File: src/rtl/i2s_tx_serializer.sv
// ----------------------------------------------------------------------------
// i2s_tx_serializer
//
// Takes the mono sample stream of the BRAM sample player and sends it out as a
// Philips I2S stream. The same sample goes into the left and right slots. The
// bit clock and word select are derived from mclk. The block counts frames
// that had no fresh sample (underrun) and samples that were overwritten
// before they were sent (overrun).
//
// Ports
//   mclk          audio master clock, sole clock
//   rst           asynchronous reset, active low
//   enable        0: serializer idles with outputs low, 1: frames run
//   sample_in     signed sample, captured when sample_valid=1
//   sample_valid  single-cycle capture strobe
//   bclk          I2S bit clock
//   lrclk         word select (0 = left, 1 = right)
//   sdata         serial data, MSB first, changes with the falling edge of bclk
//   frame_start   one-mclk pulse when holding is moved into the frame register
//   underrun_cnt  saturating count of frames sent without a fresh sample
//   overrun_cnt   saturating count of samples overwritten before being sent
//
// States
//   state   | meaning
//   --------+------------------------------------------------------------
//   ST_IDLE | not yet started; the next bclk fall begins a frame (bit 0)
//   ST_RUN  | frames running; each bclk fall advances the bit counter
// ----------------------------------------------------------------------------
module i2s_tx_serializer #(
    parameter int MCLK_PER_BCLK = 8,
    parameter int SAMPLE_BITS   = 16,
    parameter int SLOT_BITS     = 16,
    parameter int CNT_BITS      = 8
) (
    input  logic                   mclk,
    input  logic                   rst,
    input  logic                   enable,
    input  logic [SAMPLE_BITS-1:0] sample_in,
    input  logic                   sample_valid,
    output logic                   bclk,
    output logic                   lrclk,
    output logic                   sdata,
    output logic                   frame_start,
    output logic [CNT_BITS-1:0]    underrun_cnt,
    output logic [CNT_BITS-1:0]    overrun_cnt
);

    localparam int DW = $clog2(MCLK_PER_BCLK);
    localparam int BW = $clog2(2 * SLOT_BITS);
    localparam int SW = (SLOT_BITS > 1) ? $clog2(SLOT_BITS) : 1;

    localparam logic [DW-1:0]       DCNT_LAST = DW'(MCLK_PER_BCLK - 1);
    localparam logic [DW-1:0]       DCNT_HALF = DW'(MCLK_PER_BCLK / 2);
    localparam logic [BW-1:0]       BIT_LAST  = BW'(2 * SLOT_BITS - 1);
    localparam logic [BW-1:0]       SLOT_N    = BW'(SLOT_BITS);
    localparam logic [SW-1:0]       SLOT_LAST = SW'(SLOT_BITS - 1);
    localparam logic [CNT_BITS-1:0] CNT_MAX   = '1;

    typedef enum logic {
        ST_IDLE = 1'b0,
        ST_RUN  = 1'b1
    } state_t;

    state_t                 r_state;
    logic [DW-1:0]          r_dcnt;
    logic [BW-1:0]          r_bitcnt;
    logic [SAMPLE_BITS-1:0] r_hold;
    logic                   r_fresh;
    logic [SAMPLE_BITS-1:0] r_frame;
    logic                   r_bclk;
    logic                   r_lrclk;
    logic                   r_sdata;
    logic                   r_frame_start;
    logic [CNT_BITS-1:0]    r_under;
    logic [CNT_BITS-1:0]    r_over;

    logic [DW-1:0]          w_dcnt_next;
    logic                   w_fall;
    logic [BW-1:0]          w_bit_next;
    logic                   w_boundary;
    logic [BW-1:0]          w_pos;
    logic [SW-1:0]          w_sbit_idx;
    logic [SAMPLE_BITS-1:0] w_rev;
    logic [SLOT_BITS-1:0]   w_slot;
    logic                   w_sdata_next;

    always_comb begin
        w_dcnt_next = (r_dcnt == DCNT_LAST) ? '0 : r_dcnt + 1'b1;
        w_fall      = enable && (r_dcnt == DCNT_LAST);

        // The first fall after idle starts a frame rather than advancing.
        if (r_state == ST_IDLE || r_bitcnt == BIT_LAST) begin
            w_bit_next = '0;
        end else begin
            w_bit_next = r_bitcnt + 1'b1;
        end
        w_boundary = w_fall && (w_bit_next == '0);

        // One-bit I2S delay: slot position p carries slot bit p-1; position 0
        // carries the last bit of the slot before it. The frame register is
        // only reloaded at the same edge, so position 0 of the left slot still
        // reads the previous frame's last bit.
        w_pos      = (w_bit_next >= SLOT_N) ? w_bit_next - SLOT_N : w_bit_next;
        w_sbit_idx = (w_pos == '0) ? SLOT_LAST : SW'(w_pos - 1'b1);

        // Slot bit i is sample bit MSB-i; padding LSBs of the slot are zero.
        w_rev = '0;
        for (int i = 0; i < SAMPLE_BITS; i++) begin
            w_rev[i] = r_frame[SAMPLE_BITS-1-i];
        end
        w_slot       = SLOT_BITS'(w_rev);
        w_sdata_next = w_slot[w_sbit_idx];
    end

    always_ff @(posedge mclk or negedge rst) begin
        if (!rst) begin
            r_state       <= ST_IDLE;
            r_dcnt        <= '0;
            r_bitcnt      <= '0;
            r_hold        <= '0;
            r_fresh       <= 1'b0;
            r_frame       <= '0;
            r_bclk        <= 1'b0;
            r_lrclk       <= 1'b0;
            r_sdata       <= 1'b0;
            r_frame_start <= 1'b0;
            r_under       <= '0;
            r_over        <= '0;
        end else begin
            r_frame_start <= 1'b0;

            if (!enable) begin
                r_state  <= ST_IDLE;
                r_dcnt   <= '0;
                r_bitcnt <= '0;
                r_bclk   <= 1'b0;
                r_lrclk  <= 1'b0;
                r_sdata  <= 1'b0;
            end else begin
                r_dcnt <= w_dcnt_next;
                r_bclk <= (w_dcnt_next >= DCNT_HALF);
                if (w_fall) begin
                    r_state  <= ST_RUN;
                    r_bitcnt <= w_bit_next;
                    r_lrclk  <= (w_bit_next >= SLOT_N);
                    r_sdata  <= w_sdata_next;
                end
            end

            if (w_boundary) begin
                r_frame       <= r_hold;
                r_frame_start <= 1'b1;
                if (!r_fresh && r_under != CNT_MAX) begin
                    r_under <= r_under + 1'b1;
                end
            end

            // A strobe coinciding with a boundary is not an overrun: the old
            // holding value has just been handed to the frame register.
            if (sample_valid) begin
                r_hold  <= sample_in;
                r_fresh <= 1'b1;
                if (r_fresh && !w_boundary && r_over != CNT_MAX) begin
                    r_over <= r_over + 1'b1;
                end
            end else if (w_boundary) begin
                r_fresh <= 1'b0;
            end
        end
    end

    assign bclk         = r_bclk;
    assign lrclk        = r_lrclk;
    assign sdata        = r_sdata;
    assign frame_start  = r_frame_start;
    assign underrun_cnt = r_under;
    assign overrun_cnt  = r_over;

endmodule

File: config.mk
export PLATFORM = sky130hd
export DESIGN_NAME = i2s_tx_serializer
export DESIGN_NICKNAME = d
export VERILOG_FILES = /design/src/rtl/i2s_tx_serializer.sv
export SDC_FILE = /design/constraint.sdc
export NUM_CORES = 1
export LEC_CHECK = 0
export ABC_AREA = 0
export CAP_MARGIN = 20
export CELL_PAD_IN_SITES_DETAIL_PLACEMENT = 2
export CELL_PAD_IN_SITES_GLOBAL_PLACEMENT = 2
export CORE_MARGIN = 1.5
export CORE_UTILIZATION = 37
export CTS_CLUSTER_SIZE = 30
export DETAILED_ROUTE_END_ITERATION = 7
export PLACE_DENSITY_LB_ADDON = 0.05
export SLEW_MARGIN = 20
export SYNTH_ARGS = -nofsm -noshare
export SYNTH_HDL_FRONTEND = slang
export SYNTH_SLANG_ARGS = --single-unit
File: constraint.sdc
create_clock -name mclk -period 3.6 [get_ports mclk]
set_input_delay 0.72 -clock mclk [delete_from_list [all_inputs] [get_ports mclk]]
set_output_delay 0.72 -clock mclk [all_outputs]
set_load 0.005 [all_outputs]
**After elaboration in Yosys (flattened, before gate mapping)**

Cells that the tools add are included.

- $add $sub $neg: 6
- $lt $le $gt $ge: 3
- Eq/ne operators: 5
- Mux-type cells: 19
- Bitwise logic cells: 1
- Reductions and logical operators: 13

Operators by type and width:

| operator | number |
|---|---|
| 5-bit two-way mux | 4 |
| 8-bit by 1-bit adder with 8-bit output, second input constant | 2 |
| 8-bit inequality test, second input constant | 2 |
| 1-bit two-way mux | 11 |
| 5-bit zero test | 2 |
| 3-bit two-way mux | 2 |
| 5-bit by 1-bit adder with 5-bit output, second input constant | 1 |
| 5-bit equality test, second input constant | 1 |
| 5-bit greater-or-equal comparator, second input constant | 1 |
| 1-bit logical AND | 5 |
| 4-bit by 5-bit less-than comparator with 1-bit output, second input constant | 1 |
| 5-bit subtractor, second input constant | 1 |
| 1-bit binary-select mux with 4-bit select | 1 |
| 4-bit two-way mux | 1 |
| 2-bit AND reduction | 2 |
| 4-bit by 1-bit subtractor with 4-bit output, second input constant | 1 |
| 3-bit by 1-bit adder with 3-bit output, second input constant | 1 |
| 3-bit equality test, second input constant | 1 |
| 3-bit greater-or-equal comparator, second input constant | 1 |
| 1-bit zero test | 2 |
| 2-bit by 1-bit inequality test with 1-bit output, second input constant | 1 |
| 2-bit nonzero test | 1 |
| 1-bit logical OR | 1 |
| 1-bit NOT | 1 |

- Register bits after elaboration: 62
- Input bits: 20
- Output and inout bits: 20
- Logic and storage cells: 59

**Depth between registers and ports, before layout**

- Depth in word-level cells: 11
- Mapped depth: 11
- Depth with buffers taken out: 11

**Worst setup path after synthesis**

No wires, ideal clock.

- Path type: register -> register
- From: register r_bitcnt[0]
- To: register r_over[1], in the netlist overrun_cnt[1]
- Arrival: 2650 ps
- Data required time: 3475 ps
- Path slack: 825 ps
- Stages on the path, launching flop included: 11
- Path buffers: 0
- Period minus slack after synthesis: 2775 ps
- Path through: dfrtp_1 > ha_1 > and3_1 > ha_1 > nor3b_2 > inv_1 > ha_1 > o21ai_2 > nor3_4 > nor3_4 > mux2_2

- Cells in the longest elaborated chain, start to end: 9

RTL lines:

| element | RTL line | source |
|---|---|---|
| start, declared | 66 | `logic [BW-1:0] r_bitcnt;` |
| start signal, assigned | 144 | `r_bitcnt <= w_bit_next;` |
| branches (longest 2 deep; another with 5-bit by 1-bit adder with 5-bit output) | - |  |
| 5-bit two-way mux (*) | 92 | `if (r_state == ST_IDLE \|\| r_bitcnt == BIT_LAST) begin` |
| 5-bit zero test (*) | 97 | `w_boundary = w_fall && (w_bit_next == '0);` |
| 1-bit logical AND (*) | 97 |  |
| 1-bit zero test (*) | 163 | `if (r_fresh && !w_boundary && r_over != CNT_MAX) begin` |
| 1-bit logical AND (*) (2 in series) | 163 |  |
| 2-bit AND reduction (no source line) (*) | - |  |
| end signal, assigned | 164 | `r_over <= r_over + 1'b1;` |
| end, declared | 75 | `logic [CNT_BITS-1:0] r_over;` |

Mark *: on every way between the ends.
A chain may end at the register's enable or synchronous reset.

**Worst setup path after layout**

Ends and elaborated chain as after synthesis.

==> flow_metrics.tcl <==
set metrics [dict create \
    synth_commonest_cells "61 x dfrtp_1, 34 x mux2_2, 11 x nand2_1, 11 x xnor2_1" \
    startpoint_type "flip-flop" \
    yosysTopAreaCellShare 0.5454 \
    final_antenna_net_count 0 \
    h-tree-depth 3 \
    netlist_instances 206 \
    postCtsSetupBuffers 0 \
    use_met2 0.3244 \
    gp_congestion 0.7969 \
    rsz0062_at_grt "no" \
    post-dp-hpwl_mm 4.940 \
    areaGrowthSynthToFinish_pct 25.70 \
    p_per_area_nw_per_um2 478.5 \
    track_usage 0.1853 \
    placedInstanceArea_sq_um 3326 \
    crit_path_max_incr_delay_ns 0.78 \
    nNetsFinal 284 \
    hold_path_class "primary input to asynchronous set/reset pin" \
    total_power_mw 1.683 \
    met3_usage 0.04061 \
    firstDrtPassIters 4 \
    critical_path.endpoint_type "flip-flop" \
    required_ns 3.83 \
    hold_viol_final 0 \
    busiest_layer "met2" \
    ys.flop_type "dfrtp_1" \
    worst_slew_pin_slew_ns 0.9279 \
    clockPowerShare 0.359 \
    intPower_mw 1.257 \
    crit_fanout 19 \
    die_area_sq_um 8096 \
    hold_buffers 0 \
    fin_crit_ns 3.193 \
    ys_seq_area_frac 0.5454 \
    syn_area_sq_um 2799 \
    initial_utilization 0.3838 \
    clock_latency_ns 0.34 \
    critPathTopFamily "simple AND/OR/NAND/NOR gates" \
    yosysMostFrequentCell "dfrtp_1" \
    reg2reg_depth 11 \
    synth_seq_cells 61 \
    setup_viol 0 \
    rows 31 \
    crit_cells 11 \
    critPathKind "flip-flop to flip-flop" \
    swShare 0.2535 \
    grt_pass1_vias 2145 \
    drive_gt1_frac 0.2337 \
    detail_route.wl_per_cell_um 18.37 \
    synth_fp_nets 234 \
    num_io_pins 40 \
    grt_pass1_wl_mm 11.30 \
    wirelength_mm 6.612 \
    core_sq_um 7292 \
    peakVddDrop_mv 0.1879 \
    fmax_mhz 313.2 \
    antenna_cells 0 \
    grt_max_degree 35 \
    cap_violations 0 \
    cts.sinks 61 \
    dp.cells 344 \
    path_cells "ha_1, and3_1, ha_1, nor2b_1, buf_4, nand2_1, ha_1, o21ai_2, nor3_4, nor3_4, mux2_2" \
    synth_area_leaders "dfrtp_1 55%, mux2_2 14%, mux4_1 3.8%, ha_1 3.6%, xnor2_1 3.4%" \
    cellLeakagePower_nw 1.555 \
    yosys_warnings 0 \
    vias_per_cell 5.008 \
    slowest_stage "nor3_4" \
    final.setup.tns_ns 0 \
    pwr-share-seq 0.493 \
    critPathMostFrequentCell "ha_1" \
    period_share 0.8869 \
    cp_data_arrival_time_ns 3.42 \
    vias 1803 \
    cts_tree "yes" \
    path_clk_slew_ns 0.07 \
    outcome "finished, final reports clean" \
    path_buf_inv 1 \
    grt_use_met1 0.2109 \
    clockRootBuffer "clkbuf_8" \
    synth-edff-count 0 \
    fin_area_sq_um 3518 \
    cts_resized 0 \
    pwr-share-comb 0.148 \
    slew_viol_final 0 \
    slew-limit-headroom 0.3794 \
    synth.avg_cell_area_sq_um 13.59 \
    die-width_um 89.98 \
    drtIter0Drc 48 \
    async_flop_share 1.000 \
    synth_cell_type_count 39 \
    antenna_found_initial 0 \
    io_buffers 39 \
    drc_errors 0 \
    cts_buffers 9 \
    overflow 0 \
    cts_max_path_buffers 2 \
    yosysTopAreaCell "dfrtp_1" \
    finalNonFillerCells 360 \
    skew_ns 0.005958 \
    die_h_um 89.98 \
    switchingPower_uw 426.7 \
]
-- power by group through the flow --
| stage | Sequential (mW) | Combinational, mW | Clock, mW |
|---|---|---|---|
| 6_report | 0.830 | 0.250 | 0.604 |
| 3_3_place_gp | 0.830 | 0.237 | 0 |
| 2_1_floorplan | 0.823 | 0.110 | 0 |
| 5_1_grt | 0.843 | 0.275 | 0.644 |
| 4_1_cts | 0.832 | 0.257 | 0.619 |
| 3_5_place_dp | 0.844 | 0.255 | 0 |
-- metrics by stage --
stage | util | worst slack (ns) | hold slack [ns]
finish | 0.4825 | 0.4071 | 0.4567
global route | 0.4825 | 0.1693 | 0.5097
CTS | 0.4825 | 0.3647 | 0.4751
detailed placement | 0.4561 | 0.4290 | 0.4854
global placement | 0.4561 | 0.6825 | 0.4246
floorplan | - | 0.8250 | 0.4139
-- layer usage --
metal,share of wire,vias up
met1,0.41,918
li1,-,839
met4,0.028,0
met2,0.54,33
met3,0.029,13
met5,0,-
-- sequential cells by signal, indices dropped and copies added, names as in the netlist --
| name | cells |
|---|---|
| sdata | 1 |
| overrun_cnt | 8 |
| frame_start | 1 |
| r_fresh | 1 |
| r_hold | 16 |
| bclk | 1 |
| r_state | 1 |
| lrclk | 1 |
| underrun_cnt | 8 |
| r_bitcnt | 5 |
| r_dcnt | 2 |
| r_frame | 16 |
-- area by class of cell --
| cell class | count | area, sq um |
|---|---|---|
| tap | 99 | 123.9 |
| clock buffer | 12 | 145.1 |
| sequential | 61 | 1526 |
| multi-input combinational | 137 | 1241 |
| timing repair buffer | 44 | 422.9 |
| inverter | 3 | 11.26 |
| clock inverter | 4 | 47.55 |
| fill | 750 | 3774 |
-- worst paths after layout --
check,startpoint,end,slack [ns]
max,r_bitcnt[0],overrun_cnt[1],0.41
min,rst,underrun_cnt[5],0.46
max reg2reg,r_bitcnt[0],overrun_cnt[1],0.41
min reg2reg,r_dcnt[0],r_dcnt[0],0.48
max in group asynchronous,rst,r_frame[2],2.28
min in group mclk,r_dcnt[0],r_dcnt[0],0.48
-- layout by cell type, fill, tap and decap left out, drive strengths merged, types with 2 or more instances in the layout --
cell           instances
a21boi                 2
a21oi                  3
a311oi                 2
and3                   5
buf                    6
clkbuf                12
clkdlybuf4s50         38
clkinv                 2
dfrtp                 61
ha                     8
inv                    3
mux2                  34
mux2i                  3
mux4                   4
nand2                 11
nand2b                 3
nand3                  5
nand3b                 2
nand4                  6
nor2                   2
nor2b                  8
nor3                   3
nor3b                  2
o21a                   2
o21ai                  5
or2b                   2
xnor2                 11
xor2                   5
-- cell families after synthesis --
family	synth area share
AO/OA/AOI/OAI	0.04292
adder cells (fa/ha/maj)	0.03576
multiplexers	0.1895
XOR/XNOR	0.05007
buffers and inverters	0.01117
flip-flops	0.5454
AND/OR/NAND/NOR	0.1252
Power figures use the tool's default switching activity.
==> RTL change 1: new RTL, config.mk and constraints unchanged <==
Register the input `sample_in` before use, cleared by the reset. The logic sees it one clock later. The other inputs are not delayed to match.
--- a/src/rtl/i2s_tx_serializer.sv
+++ b/src/rtl/i2s_tx_serializer.sv
@@ -62,2 +62,12 @@
     } state_t;
+
+    logic [SAMPLE_BITS-1:0] sample_q;
+
+    always_ff @(posedge mclk or negedge rst) begin
+        if (!rst) begin
+            sample_q <= '0;
+        end else begin
+            sample_q <= sample_in;
+        end
+    end
 
@@ -160,3 +170,3 @@
             if (sample_valid) begin
-                r_hold  <= sample_in;
+                r_hold  <= sample_q;
                 r_fresh <= 1'b1;
Check against the original RTL: no difference found for any inputs over 10 cycles, from zero or initial values and one cycle with rst low; that may be too few to reach the edited logic, so the function may still have changed.
==> RTL change 1 against the original RTL <==
Design area up 13%; final cell count grew 20%; wire length rose by 6.9%; total power is 16% higher; clock power grew 14%; largest cell class unchanged; first-iteration DRC count increased by 35%; area after synthesis increased by 16%; highest routed layer unchanged; sequential cell count increased by 16; hold slack improved by 0.010 ns; setup slack better by 0.14 ns; critical endpoint is now underrun_cnt[7].
==> RTL change 1: results (changes against the original RTL) <==
CTS Buffer Depth = 2 (unchanged)
HPWL after DPL = 4891 um (-0.99%)
first-pass GRT wire length = 11870 um (+5.1%)
top cells by count, synth = dfrtp_1 (77), nand2_1 (63), mux2_2 (17)
Reg clk slew, reported paths = 0.09 ns (+0.02 ns)
Placer Congestion = 0.8335 (+4.6%)
peak supply drop = 0.0002095 V (+11%)
IO Port Bufs = 39 (unchanged)
multiplexer area fraction after synthesis = 0.09277 (-0.09677)
post-CTS sizing = 0 (unchanged)
largest net degree at the start of global routing = 78 (+120%)
Nets = 349 (+23%)
Critical Path Fanout Max = 12 (-7)
met2 routed wirelength = 3561 um (+0.17%)
CP arrival = 3.34 ns (-0.08 ns)
Setup Buffers After CTS = 0 (unchanged)
outcome = finished clean
Routed met1 length = 3165 um (+18%)
WL per Instance = 16.40 um (-11%)
min-delay worst type = reg -> reg
Post-Syn Nets = 302 (+29%)
H-tree depth = 3 (unchanged)
top sig layer = met4
final setup skew = 0.006575 ns (+0.0006175 ns)
Async SR Flop Fraction = 1.000 (unchanged)
clk_lat worst skew = 0.36 ns (+0.02 ns)
drt via density = 5.056 (+0.95%)
layout cell share with drive strength beyond 1 = 0.1380 (-0.09568)
Seq/Total Area, Yosys = 0.5953 (+0.04991)
Yosys cell types = 43 (+10%)
First-pass DRT Iterations = 4 (unchanged)
GRT Total Usage = 0.1732 (-0.01211)
antenna fix cells = 0 (unchanged)
xor and xnor area share after synthesis = 0.04832 (-0.001749)
compound-gate portion of the synthesized area = 0.05876 (+0.01584)
synth warn = 0 (unchanged)
slew margin rel. = 0.3371 (-0.04230)
vias in the first global route = 2416 (+13%)
DR WL met3 = 200 um (+4.7%)
Fillers = 852 (+14%)
biggest regs = r_frame x16, r_hold x16, sample_q x16
1st-iter DRT viols = 65 (+35%)
Synth area leaders = dfrtp_1 (60%), nand2_1 (7.3%), mux2_2 (5.9%)
antenna violations before repair = 0 (unchanged)
Static Leak = 0.001828 uW (+18%)
CTS Root Cell = clkbuf_8
TritonCTS buffer count = 9 (unchanged)
adder-cell area share of the yosys netlist = 0.03092 (-0.004838)
## RTL change 1: cell types whose count changed in the layout (fill, tap and decap cells not counted), sizes merged, moves of 6 or more
cell | before | now
dfrtp | 61 | 77
nand3 | 5 | 12
inv | 3 | 10
xor2 | 5 | 11
mux2 | 34 | 17
nand2 | 11 | 63
## RTL change 1: cell families (layout without fill, tap and decap cells)
| kind of cell | count (synthesis) | in the layout |
|---|---|---|
| buffers and inverters | 15 | 67 |
| adders and majority gates | 8 | 8 |
| muxes | 23 | 23 |
| xor gates and xnor gates | 17 | 17 |
| AOI/OAI and AO/OA | 25 | 25 |
| DFF | 77 | 77 |
| and+or+nand+nor | 109 | 109 |
## RTL change 1: power by group
group	switching [uW]	internal [uW]	total (uW)
Clock	356	332	689
Sequential	71.5	946	1020
Combinational	97.2	146	243
## RTL change 1: cell type report
| cell class | count | area [sq um] | share of cell area |
|---|---|---|---|
| Clock inverter | 7 | 81.33 | 0.02048 |
| Clock buffer | 9 | 123.9 | 0.03119 |
| Inverter | 6 | 22.52 | 0.005671 |
| Tap cell | 105 | 131.4 | 0.03308 |
| Sequential cell | 77 | 1927 | 0.4852 |
| Timing Repair Buffer | 45 | 432.9 | 0.1090 |
| Multi-Input combinational cell | 182 | 1252 | 0.3154 |
## RTL change 1: per-stage QoR
stage | cell area, sq um | hold slack (ns) | worst slack [ns] | std cells | util
final | 3971 | 0.4669 | 0.5425 | 431 | 0.4761
after global routing | 3971 | 0.4928 | 0.2355 | 431 | 0.4761
after CTS | 3971 | 0.4725 | 0.4912 | 431 | 0.4761
after global placement | 3766 | 0.4325 | 0.6804 | 415 | 0.4515
after detailed placement | 3766 | 0.4597 | 0.5238 | 415 | 0.4515
after floorplan | 3237 | 0.4139 | 0.6486 | 274 | -
## RTL change 1: per-layer routing
| metal | track usage | vias to the layer above |
|---|---|---|
| met2 | 0.2908 | 31 |
| li1 | - | 1025 |
| met3 | 0.03521 | 11 |
| met1 | 0.2140 | 1112 |
| met4 | 0.07971 | 0 |
| met5 | 0 | - |
## RTL change 1: critical path, cell delays in order (launching register included)
cell,delay (ns)
dfrtp_1,0.46
ha_1,0.28
and3_1,0.19
ha_1,0.24
nor2b_1,0.10
nand2_1,0.11
ha_1,0.23
and3_1,0.18
o211ai_1,0.14
buf_4,0.23
a311o_1,0.39
nor4_2,0.28
xor2_1,0.17
## RTL change 1: path summary, 6_finish.rpt
check	startpoint	endpoint	slack, ns	cells past startpoint
max	r_bitcnt[0]	underrun_cnt[7]	0.54	12
min	r_dcnt[0]	r_dcnt[0]	0.47	1
max reg2reg	r_bitcnt[0]	underrun_cnt[7]	0.54	12
min reg2reg	r_dcnt[0]	r_dcnt[0]	0.47	1
max in group asynchronous	rst	underrun_cnt[7]	2.43	1
min in group asynchronous	rst	bclk	0.50	1
==> RTL change 2: new RTL, config.mk and constraints unchanged <==
Without the edit above. Set the parameter `CNT_BITS` to 6 (it was 8).
--- a/src/rtl/i2s_tx_serializer.sv
+++ b/src/rtl/i2s_tx_serializer.sv
@@ -32,3 +32,3 @@
     parameter int SLOT_BITS     = 16,
-    parameter int CNT_BITS      = 8
+    parameter int CNT_BITS      = 6
 ) (
Ports: changed (resized overrun_cnt and underrun_cnt); port bits go from 40 to 36. No check against the original RTL was run, so the function may have changed too.
==> RTL change 2 against the original RTL <==
Sequential cell count down 4; total power down 1.1%; combinational power down 6%; die area down 3.2%; wire length down 9.2%; design area down 4.3%; area after synthesis down 3.4%; setup slack worse by 0.17 ns; critical endpoint is now sdata.
==> RTL change 2: results (changes against the original RTL) <==
outcome = finished clean
HPWL after DPL = 4405 um (-11%)
Seq/Total Area, Yosys = 0.5273 (-0.01808)
antenna violations before repair = 0 (unchanged)
H-tree depth = 3 (unchanged)
xor and xnor area share after synthesis = 0.05180 (+0.001737)
adder-cell area share of the yosys netlist = 0.03238 (-0.003385)
CP arrival = 3.57 ns (+0.15 ns)
Post-Syn Nets = 228 (-2.6%)
first-pass GRT wire length = 9956 um (-12%)
final setup skew = 0.008887 ns (+0.002929 ns)
compound-gate portion of the synthesized area = 0.05643 (+0.01351)
min-delay worst type = reg -> reg
via count = 1709 (-5.2%)
IO Port Bufs = 35 (-10%)
final wirelength = 6004 um (-9.2%)
Yosys cell types = 42 (+7.7%)
1st-iter DRT viols = 43 (-10%)
Static Leak = 0.001476 uW (-5.1%)
Synth area leaders = dfrtp_1 (53%), mux2_2 (11%), mux2_4 (4.4%)
Placer Congestion = 0.7635 (-4.2%)
top cells by count, synth = dfrtp_1 (57), mux2_2 (27), xnor2_1 (12)
layout cell share with drive strength beyond 1 = 0.2621 (+0.02838)
multiplexer area fraction after synthesis = 0.1957 (+0.006113)
GRT Total Usage = 0.1766 (-0.008757)
switching power = 396.3 uW (-7.1%)
peak supply drop = 0.0003678 V (+96%)
slew margin rel. = 0.4475 (+0.06812)
largest net degree at the start of global routing = 38 (+8.6%)
vias in the first global route = 1938 (-9.7%)
Critical Path Fanout Max = 8 (-11)
==> RTL change 2: cell types whose count changed in the layout (fill, tap and decap cells not counted), moves of 4 or more <==
cell             before  now
mux2_4                0    8
mux2_2               34   27
clkdlybuf4s50_1      38   34
dfrtp_1              61   57
mux2i_1               2    6
mux4_1                4    0
nor2b_1               8    4
o21ai_0               4    8
==> RTL change 2: cells by family after synthesis <==
kind of cell	Yosys count
xor+xnor	16
simple gates	45
compound gates	22
fa+ha+maj	7
flops	57
buf+inv	11
mux	43
==> RTL change 2: final timing paths <==
check | from | slack [ns] | cells after the start | end
worst min-delay path | r_dcnt[0] | 0.44 | 1 | r_dcnt[0]
max in group asynchronous | rst | 2.31 | 2 | r_hold[13]
worst min register to register | r_dcnt[0] | 0.44 | 1 | r_dcnt[0]
worst max register to register | r_bitcnt[0] | 0.23 | 11 | sdata
worst max-delay path | r_bitcnt[0] | 0.23 | 11 | sdata
min in group asynchronous | rst | 0.48 | 1 | r_dcnt[0]
==> RTL change 2: metrics by stage <==
stage | std cells | util | setup slack, ns | power [uW] | instance area, sq um
final | 344 | 0.4847 | 0.2340 | 1665 | 3366
after global routing | 344 | 0.4847 | 0.03015 | 1746 | 3366
after CTS | 344 | 0.4845 | 0.1065 | 1695 | 3364
after detailed placement | 329 | 0.4532 | 0.1813 | 1024 | 3147
after global placement | 329 | 0.4532 | 0.5302 | 1007 | 3147
after floorplan | 201 | - | 0.4368 | 883.8 | 2705
==> RTL change 2: critical path, cell delays in order, from the launching register on <==
cell and delay (ns):
dfrtp_1 0.50, ha_1 0.33, and3_2 0.24, ha_1 0.24
nor3b_4 0.22, inv_1 0.06, ha_1 0.49, mux2_2 0.39
nand2_1 0.07, o32ai_1 0.11, a2111oi_1 0.46, o31ai_1 0.13
==> RTL change 2: final cells by class <==
type | instances | area (sq um)
tap | 96 | 120.1
clock buffer | 10 | 137.6
fill | 697 | 3578
sequential | 57 | 1426
clock inverter | 5 | 80.08
inverter | 3 | 11.26
timing repair buffer | 40 | 382.9
multi-input combinational | 133 | 1207
==> RTL change 2: per-layer routing <==
metal	routed length (um)	global-route usage	vias to the layer above
met4	96	0.07386	0
li1	-	-	803
met5	0	0	-
met3	180	0.05784	10
met2	3152	0.3005	22
met1	2575	0.2052	874
==> RTL change 2: power by group through the flow <==
stage	logic [uW]	registers (uW)	clock network (uW)
global route	258	783	706
detailed placement	239	786	0
CTS	241	774	680
floorplan	111	773	0
finish	235	773	658
global placement	227	779	0
